### config.mk
export PLATFORM = sky130hd
export DESIGN_NAME = cla_seq_adder_ctrl
export DESIGN_NICKNAME = d
export VERILOG_FILES = /design/src/rtl/cla_seq_adder_ctrl_pkg.sv /design/src/rtl/cla_seq_adder_ctrl_cla4.sv /design/src/rtl/cla_seq_adder_ctrl.sv
export SDC_FILE = /design/constraint.sdc
export NUM_CORES = 1
export LEC_CHECK = 0
export BUFFER_PORTS_ARGS = -buffer_cell sky130_fd_sc_hd__buf_2
export CAP_MARGIN = 20
export CORE_MARGIN = 2
export CORE_UTILIZATION = 57
export CTS_CLUSTER_DIAMETER = 40
export CTS_CLUSTER_SIZE = 14
export DETAILED_ROUTE_END_ITERATION = 7
export MAX_ROUTING_LAYER = met4
export PLACE_DENSITY = 0.83
export SETUP_SLACK_MARGIN = 0.3
export SLEW_MARGIN = 20
export SYNTH_ARGS = -nofsm -noshare
export SYNTH_HDL_FRONTEND = slang
export SYNTH_SLANG_ARGS = --single-unit
### constraint.sdc
create_clock -name clk -period 5.51 [get_ports clk]
set_clock_uncertainty 0.2 [all_clocks]
set_input_delay 0.8265 -clock clk [delete_from_list [all_inputs] [get_ports clk]]
set_output_delay 0.8265 -clock clk [all_outputs]
set_load 0.03 [all_outputs]
### src/rtl/cla_seq_adder_ctrl_pkg.sv
// rtl/cla_seq_adder_ctrl_pkg.sv - shared constants, FSM encoding and index sizing for cla_seq_adder_ctrl
package cla_seq_adder_ctrl_pkg;

  localparam int NIBBLE_W = 4;

  typedef enum logic [1:0] {
    IDLE = 2'd0,
    RUN  = 2'd1,
    DONE = 2'd2
  } state_t;

  // Width of the nibble index counter; never narrower than one bit.
  function automatic int idx_width(input int nslice);
    return (nslice > 1) ? $clog2(nslice) : 1;
  endfunction

endpackage

### src/rtl/cla_seq_adder_ctrl_cla4.sv
// rtl/cla_seq_adder_ctrl_cla4.sv - 4-bit carry-lookahead adder slice
module cla_seq_adder_ctrl_cla4 (
  input  logic [3:0] a,
  input  logic [3:0] b,
  input  logic       ci,
  output logic [3:0] s,
  output logic       co
);

  logic [3:0] g;
  logic [3:0] p;
  logic [3:0] c;

  // Generate/propagate lookahead: every carry is a flat function of g, p and ci.
  always_comb begin
    g    = a & b;
    p    = a ^ b;
    c[0] = ci;
    c[1] = g[0] | (p[0] & ci);
    c[2] = g[1] | (p[1] & g[0]) | (p[1] & p[0] & ci);
    c[3] = g[2] | (p[2] & g[1]) | (p[2] & p[1] & g[0]) | (p[2] & p[1] & p[0] & ci);
    co   = g[3] | (p[3] & g[2]) | (p[3] & p[2] & g[1]) | (p[3] & p[2] & p[1] & g[0])
         | (p[3] & p[2] & p[1] & p[0] & ci);
    s    = p ^ c;
  end

endmodule

### src/rtl/cla_seq_adder_ctrl.sv
// rtl/cla_seq_adder_ctrl.sv - nibble-serial wide adder around one CLA slice; CLA_SEQ_SUB_EN adds subtract via op
module cla_seq_adder_ctrl
  import cla_seq_adder_ctrl_pkg::*;
#(
  parameter int WIDTH = 16
) (
  input  logic             clk,
  input  logic             rst,
  input  logic             in_valid,
  output logic             in_ready,
  input  logic [WIDTH-1:0] a,
  input  logic [WIDTH-1:0] b,
  input  logic             cin,
`ifdef CLA_SEQ_SUB_EN
  input  logic             op,
`endif
  output logic             out_valid,
  input  logic             out_ready,
  output logic [WIDTH-1:0] sum,
  output logic             cout,
  output logic             busy
);

  localparam int NSLICE = WIDTH / NIBBLE_W;
  localparam int IDX_W  = idx_width(NSLICE);
  localparam logic [IDX_W-1:0] IDX_LAST = IDX_W'(NSLICE - 1);

  state_t              state;
  logic [IDX_W-1:0]    idx;
  logic                carry;
  logic [WIDTH-1:0]    a_reg;
  logic [WIDTH-1:0]    b_reg;
`ifdef CLA_SEQ_SUB_EN
  logic                op_reg;
`endif

  int                  base;
  logic [NIBBLE_W-1:0] slice_a;
  logic [NIBBLE_W-1:0] slice_b;
  logic [NIBBLE_W-1:0] slice_s;
  logic                slice_co;

  // Accepting only in IDLE keeps operations strictly non-overlapping.
  assign in_ready = (state == IDLE) && !rst;

  // Select the current nibble of each latched operand for the shared slice.
  always_comb begin
    base    = int'(idx) * NIBBLE_W;
    slice_a = a_reg[base +: NIBBLE_W];
    slice_b = b_reg[base +: NIBBLE_W];
`ifdef CLA_SEQ_SUB_EN
    if (op_reg) slice_b = ~slice_b;
`endif
  end

  cla_seq_adder_ctrl_cla4 u_slice (
    .a  (slice_a),
    .b  (slice_b),
    .ci (carry),
    .s  (slice_s),
    .co (slice_co)
  );

  // Controller FSM: latch operands, walk nibbles LSB first, then hold the result until taken.
  always_ff @(posedge clk) begin
    if (rst) begin
      state     <= IDLE;
      idx       <= '0;
      carry     <= 1'b0;
      a_reg     <= '0;
      b_reg     <= '0;
`ifdef CLA_SEQ_SUB_EN
      op_reg    <= 1'b0;
`endif
      sum       <= '0;
      cout      <= 1'b0;
      out_valid <= 1'b0;
      busy      <= 1'b0;
    end else begin
      case (state)
        IDLE: begin
          if (in_valid) begin
            a_reg <= a;
            b_reg <= b;
`ifdef CLA_SEQ_SUB_EN
            op_reg <= op;
            // Subtraction is a + ~b + 1, so the incoming carry is forced to 1.
            carry  <= op ? 1'b1 : cin;
`else
            carry  <= cin;
`endif
            idx   <= '0;
            sum   <= '0;
            busy  <= 1'b1;
            state <= RUN;
          end
        end
        RUN: begin
          sum[base +: NIBBLE_W] <= slice_s;
          carry <= slice_co;
          idx   <= idx + IDX_W'(1);
          if (idx == IDX_LAST) begin
            cout  <= slice_co;
            state <= DONE;
          end
        end
        DONE: begin
          // out_valid rises on the first DONE edge; the handshake only counts once it is visible.
          if (out_valid && out_ready) begin
            out_valid <= 1'b0;
            busy      <= 1'b0;
            state     <= IDLE;
          end else begin
            out_valid <= 1'b1;
          end
        end
        default: begin
          state <= IDLE;
        end
      endcase
    end
  end

endmodule

# Word level (Yosys, flattened, before mapping)
# Cells that the tools add are included.
[totals]
ff_bits = 56
latch_bits = 0
ramBits = 0
romBits = 0
wordCells = 76
mem_count = 0
[classes]
n_addsub = 2
mul = 0
div = 0
magnitude_cmp = 0
n_eq_ne = 6
n_shift = 4
mux = 15
bitwise = 29
n_reduce_logical = 11
[ops]
columns = ["operator", "n"]
rows = [
  ["4-bit negator with 33-bit output", 1],
  ["4-bit by 33-bit variable shift with 16-bit output, first input constant", 1],
  ["4-bit by 33-bit indexed part select with 16-bit output", 1],
  ["16-bit case mux with 2 select lines", 1],
  ["16-bit by 5-bit indexed part select with 4-bit output", 2],
  ["1-bit bitwise AND", 16],
  ["16-bit bitwise mux", 1],
  ["16-bit two-way mux", 1],
  ["1-bit OR", 10],
  ["2-bit two-way mux", 4],
  ["4-bit bitwise XOR", 2],
  ["2-bit != test, second input constant", 3],
  ["2-bit case mux with 3 select lines", 1],
  ["2-bit AND reduction", 3],
  ["3-bit AND reduction", 2],
  ["4-bit bitwise AND", 1],
  ["2-bit == test, second input constant", 2],
  ["1-bit two-way mux", 4],
  ["1-bit case mux with 2 select lines", 2],
  ["2-bit case mux with 2 select lines", 1],
  ["2-bit nonzero test", 2],
  ["2-bit by 1-bit adder with 2-bit output, second input constant", 1],
  ["2-bit by 1-bit == test with 1-bit output, second input constant", 1],
  ["1-bit logical AND", 2],
  ["2 further kinds", 2],
]

# Longest topological paths before layout
[depth]
depth_word = 10
ltp_mapped = 7
mapped_depth_nobuf = 6

# Hierarchy
# A second synthesis with hierarchy kept.
[unflattened]
cells_unflattened = 272
hier_area_um2 = 2519.9
[by_module_without_submodules]
columns = ["mod", "instances", "cells_per_inst", "area_per_inst_um2", "seq_area_each_um2"]
rows = [
  ["cla_seq_adder_ctrl", 1, 255, 2372.3, 1121.1],
  ["cla_seq_adder_ctrl_cla4", 1, 17, 147.6, 0.0],
]

# Worst setup path after synthesis
# OpenSTA, ideal clock, no wires.
[synth_timing]
kind = "input-to-output"
startpoint = "input port rst"
endpoint = "output port in_ready"
t_arrival_ns = 1.817
required_ns = 4.484
path_slack_ns = 2.667
stages = 3
cell_sequence = "clkbuf_1 > clkbuf_1 > nor3_1"
[synth_between]
elab_chain_cells = 2
[synth_rtl]
columns = ["element", "line_no", "text"]
rows = [
  ["start: declaration", "cla_seq_adder_ctrl.sv:8", "input logic rst,"],
  ["1-bit logical NOT", "cla_seq_adder_ctrl.sv:44", "assign in_ready = (state == IDLE) && !rst;"],
  ["1-bit logical AND", "cla_seq_adder_ctrl.sv:44", ""],
  ["end: declaration", "cla_seq_adder_ctrl.sv:10", "output logic in_ready,"],
]
# Every way passes these cells.

# Final worst setup path
[layout_timing]
startpoint = "register idx[0]"
endpoint = "register sum[15]"
[layout_between]
elab_chain_cells = 10
word_cells_on_any_way = 25
classes_between = "add/sub: 1; shift: 4; mux: 2; bitwise: 18"
[layout_rtl]
columns = ["element", "line_no", "text"]
rows = [
  ["start: declaration", "cla_seq_adder_ctrl.sv:29", "logic [IDX_W-1:0] idx;"],
  ["start signal: assignment", "cla_seq_adder_ctrl.sv:101", "idx <= idx + IDX_W'(1);"],
  ["16-bit by 5-bit indexed part select with 4-bit output (on tied branches)", "cla_seq_adder_ctrl.sv:49, cla_seq_adder_ctrl.sv:50", ""],
  ["4-bit bitwise XOR / 4-bit bitwise AND (equally long branches)", "cla_seq_adder_ctrl_cla4.sv:17, cla_seq_adder_ctrl_cla4.sv:16", ""],
  ["1-bit bitwise AND", "cla_seq_adder_ctrl_cla4.sv:21", "c[3] = g[2] | (p[2] & g[1]) | (p[2] & p[1] & g[0]) | (p[2] & p[1] & p[0] & ci);"],
  ["1-bit OR / 1-bit bitwise AND (equally long branches) (2 in a row)", "cla_seq_adder_ctrl_cla4.sv:21", ""],
  ["1-bit OR", "cla_seq_adder_ctrl_cla4.sv:21", ""],
  ["4-bit bitwise XOR", "cla_seq_adder_ctrl_cla4.sv:24", "s = p ^ c;"],
  ["4-bit by 33-bit indexed part select with 16-bit output", "cla_seq_adder_ctrl.sv:99", "sum[base +: NIBBLE_W] <= slice_s;"],
  ["16-bit bitwise mux *", "cla_seq_adder_ctrl.sv:99", ""],
  ["16-bit case mux with 2 select lines *", "cla_seq_adder_ctrl.sv:80", "case (state)"],
  ["end signal: indexed assignment", "cla_seq_adder_ctrl.sv:99", ""],
  ["end: declaration", "cla_seq_adder_ctrl.sv:19", "output logic [WIDTH-1:0] sum,"],
]
# Mark *: on every way between the ends. The rest lies on a longest branch, timed or not.
# A chain may end at the register's enable or synchronous reset.

==> metrics.txt <==
DR vias=2106; sequential area share after synthesis=0.441; Setup CP Type=reg -> reg; Cell Int Power=574 uW; core region area=4320 sq um; Synthesis Warnings=0; number of synthesized register bits=56; final antenna-violating net count=0; largest net degree at the start of global routing=63; Post-synth EDFFs=0; Remaining Overflow, GRT=0; Root Buffer=clkbuf_8; PortBufs=56; async set or reset register ratio after synthesis=0; H-tree levels=2; Least-Margin Pin Slew=1.03 ns; commonest non-fill, non-tap cell in the layout=nand2_1; slack of the worst reg-to-reg path=2.46 ns; TritonCTS Buffers=5; Placer Congestion=0.788; CP Max Fanout=17; DR WL/cell=13.7 microns; most frequent cells in the layout=nand2_1 (70), dfxtp_1 (56), buf_2 (56); main flop type after synthesis=dfxtp_1; first drt pass iteration count=4; Post-CTS Resized=0; post-CTS setup buffer count=0; pwr/cell area=271 nW/um^2; fin nets=379; overall fraction of global-route tracks in use=0.222; fmax=328 MHz; status=complete, no violations; DRC viols=0; clk_lat worst skew=0.31 ns; count of hold-fix buffers inserted at cts=0; CTS Sinks=56; CTS tree=done; Slew HR=0.314; vias in the first global route=1952; syn nets=332; combinational share of power=0.150; detailed placement HPWL=3750 microns; Worst Path Arrival=3.04 ns; cell count of the worst reg-to-reg path=6; area grow syn2layout=14.5%; Critical Path RT=5.49 ns; Switching Fraction=0.274; initial antenna violation count=0; Static Leak=0.00125 uW; worst r2r src=idx[0]$_SDFFE_PP0P_; CTS max path bufs=2; Initial Util=0.589; Initial DRC Count=109; Avg Cell Area, Syn=8.96 sq um; period utilization=0.554; min-delay worst type=reg -> reg; DIE AREA=5020 sq um; r2r endpoint=sum[15]$_SDFFE_PP0P_; I/O pin count=57; # diodes=0; Peak supply drop=171 uV; die height=70.8 microns; CP endpoint=sum[15]$_SDFFE_PP0P_; setup_tns=0 ns; via-per-instance ratio=5.48; num rows=24; final setup vio count=0; ratio of cells with drive above 1 in the final layout=0.247; clock group share of total power=0.294; Seq pwr share=0.557; critical path startpoint category=register; Hold Vio Cnt, Final=0; Post-Syn Area=2540 sq um; final setup margin=2.46 ns; CP Capture Type=register; Mapped Cells=284; RSZ-0062 raised after global routing=false; clock transition at the registers of the reported paths=0.10 ns; Net Switching=217 uW; count of different cell masters after synthesis=42; fin. max-slew vios=0; worst slack, placed=2.42 ns; die width=70.8 microns; Final min period=3.05 ns; filler instances=385; first-pass GRT wire length=8710 microns; max cap viols=0; Crit. Startpoint=idx[0]$_SDFFE_PP0P_; total wire length=5250 microns
-- worst min-delay path by stage --
stage | endpoint | slack, ns | from | depth (start not counted)
floorplan | b_reg[7]$_SDFFE_PP0P_ | 0.23 | b_reg[7]$_SDFFE_PP0P_ | 2
global placement | b_reg[2]$_SDFFE_PP0P_ | 0.24 | b_reg[2]$_SDFFE_PP0P_ | 2
detailed placement | b_reg[11]$_SDFFE_PP0P_ | 0.25 | b_reg[11]$_SDFFE_PP0P_ | 2
CTS | b_reg[11]$_SDFFE_PP0P_ | 0.26 | b_reg[11]$_SDFFE_PP0P_ | 2
global route | b_reg[13]$_SDFFE_PP0P_ | 0.27 | b_reg[13]$_SDFFE_PP0P_ | 2
finish | a_reg[3]$_SDFFE_PP0P_ | 0.26 | a_reg[3]$_SDFFE_PP0P_ | 2
-- logic make-up (layout without fill, tap and decap cells) --
group | Yosys count | in the layout | synth area share
AO/OA/AOI/OAI | 72 | 72 | 0.173
XOR/XNOR | 2 | 2 | 0.00984
adder cells (fa/ha/maj) | 11 | 11 | 0.0570
buffers and inverters | 21 | 69 | 0.0364
flip-flops | 56 | 56 | 0.441
multiplexers | 8 | 8 | 0.0723
AND/OR/NAND/NOR | 114 | 114 | 0.211
-- through the flow --
stage               area, sq um   util  power, uW  hold slack (ns)  instances
finish                     2910  0.674        790            0.259        384
detailed placement         2820  0.652        568            0.247        376
global placement           2820  0.652        564            0.241        376
floorplan                  2540      -        534            0.232        284
CTS                        2910  0.674        793            0.260        384
global route               2910  0.674        824            0.275        384
-- layer usage --
layer  share of wire  vias up  track usage  routed length [microns]
li1                -     1082            -                        -
met2            0.50       44        0.366                     2610
met3           0.042        6       0.0484                      219
met4           0.013        0       0.0692                       68
met1            0.45      974        0.275                     2350
met5               0        -            -                        0
-- cells in the mapped netlist, drive strengths merged, types with 3 or more instances --
master,n,area share
a21oi,40,0.080
nand2,70,0.10
mux4,8,0.072
a22oi,9,0.027
ha,10,0.049
nand3b,6,0.018
clkbuf,8,0.012
nor2,16,0.024
nand3,3,0.0059
o21ai,8,0.019
dfxtp,56,0.44
inv,4,0.0059
nand2b,4,0.013
and2,5,0.012
o31ai,4,0.012
a32oi,4,0.014
buf,9,0.019
-- critical path: stages (launching register included) --
cell and delay, ns:
dfxtp_1 0.89, mux4_2 0.65, ha_1 0.33, a211o_1 0.30, a21oi_2 0.18, xor2_2 0.26
o31ai_1 0.11
-- cell type report --
class | instances | area (sq um) | share of cell area
multi-input combinational | 207 | 1330 | 0.457
sequential | 56 | 1120 | 0.385
timing repair buffer | 57 | 288 | 0.0988
clock buffer | 6 | 82.6 | 0.0283
tap | 52 | 65.1 | 0.0223
inverter | 4 | 15.0 | 0.00515
clock inverter | 2 | 10.0 | 0.00343
-- power by group through the flow --
stage / Clock, uW / Sequential, uW / Combinational (uW)
after global placement: 0 / 449 / 115
after global routing: 249 / 443 / 132
after floorplan: 0 / 445 / 89.0
after detailed placement: 0 / 450 / 118
final: 232 / 440 / 118
after CTS: 235 / 440 / 118
Note: power is estimated with default switching activity, not from simulation.
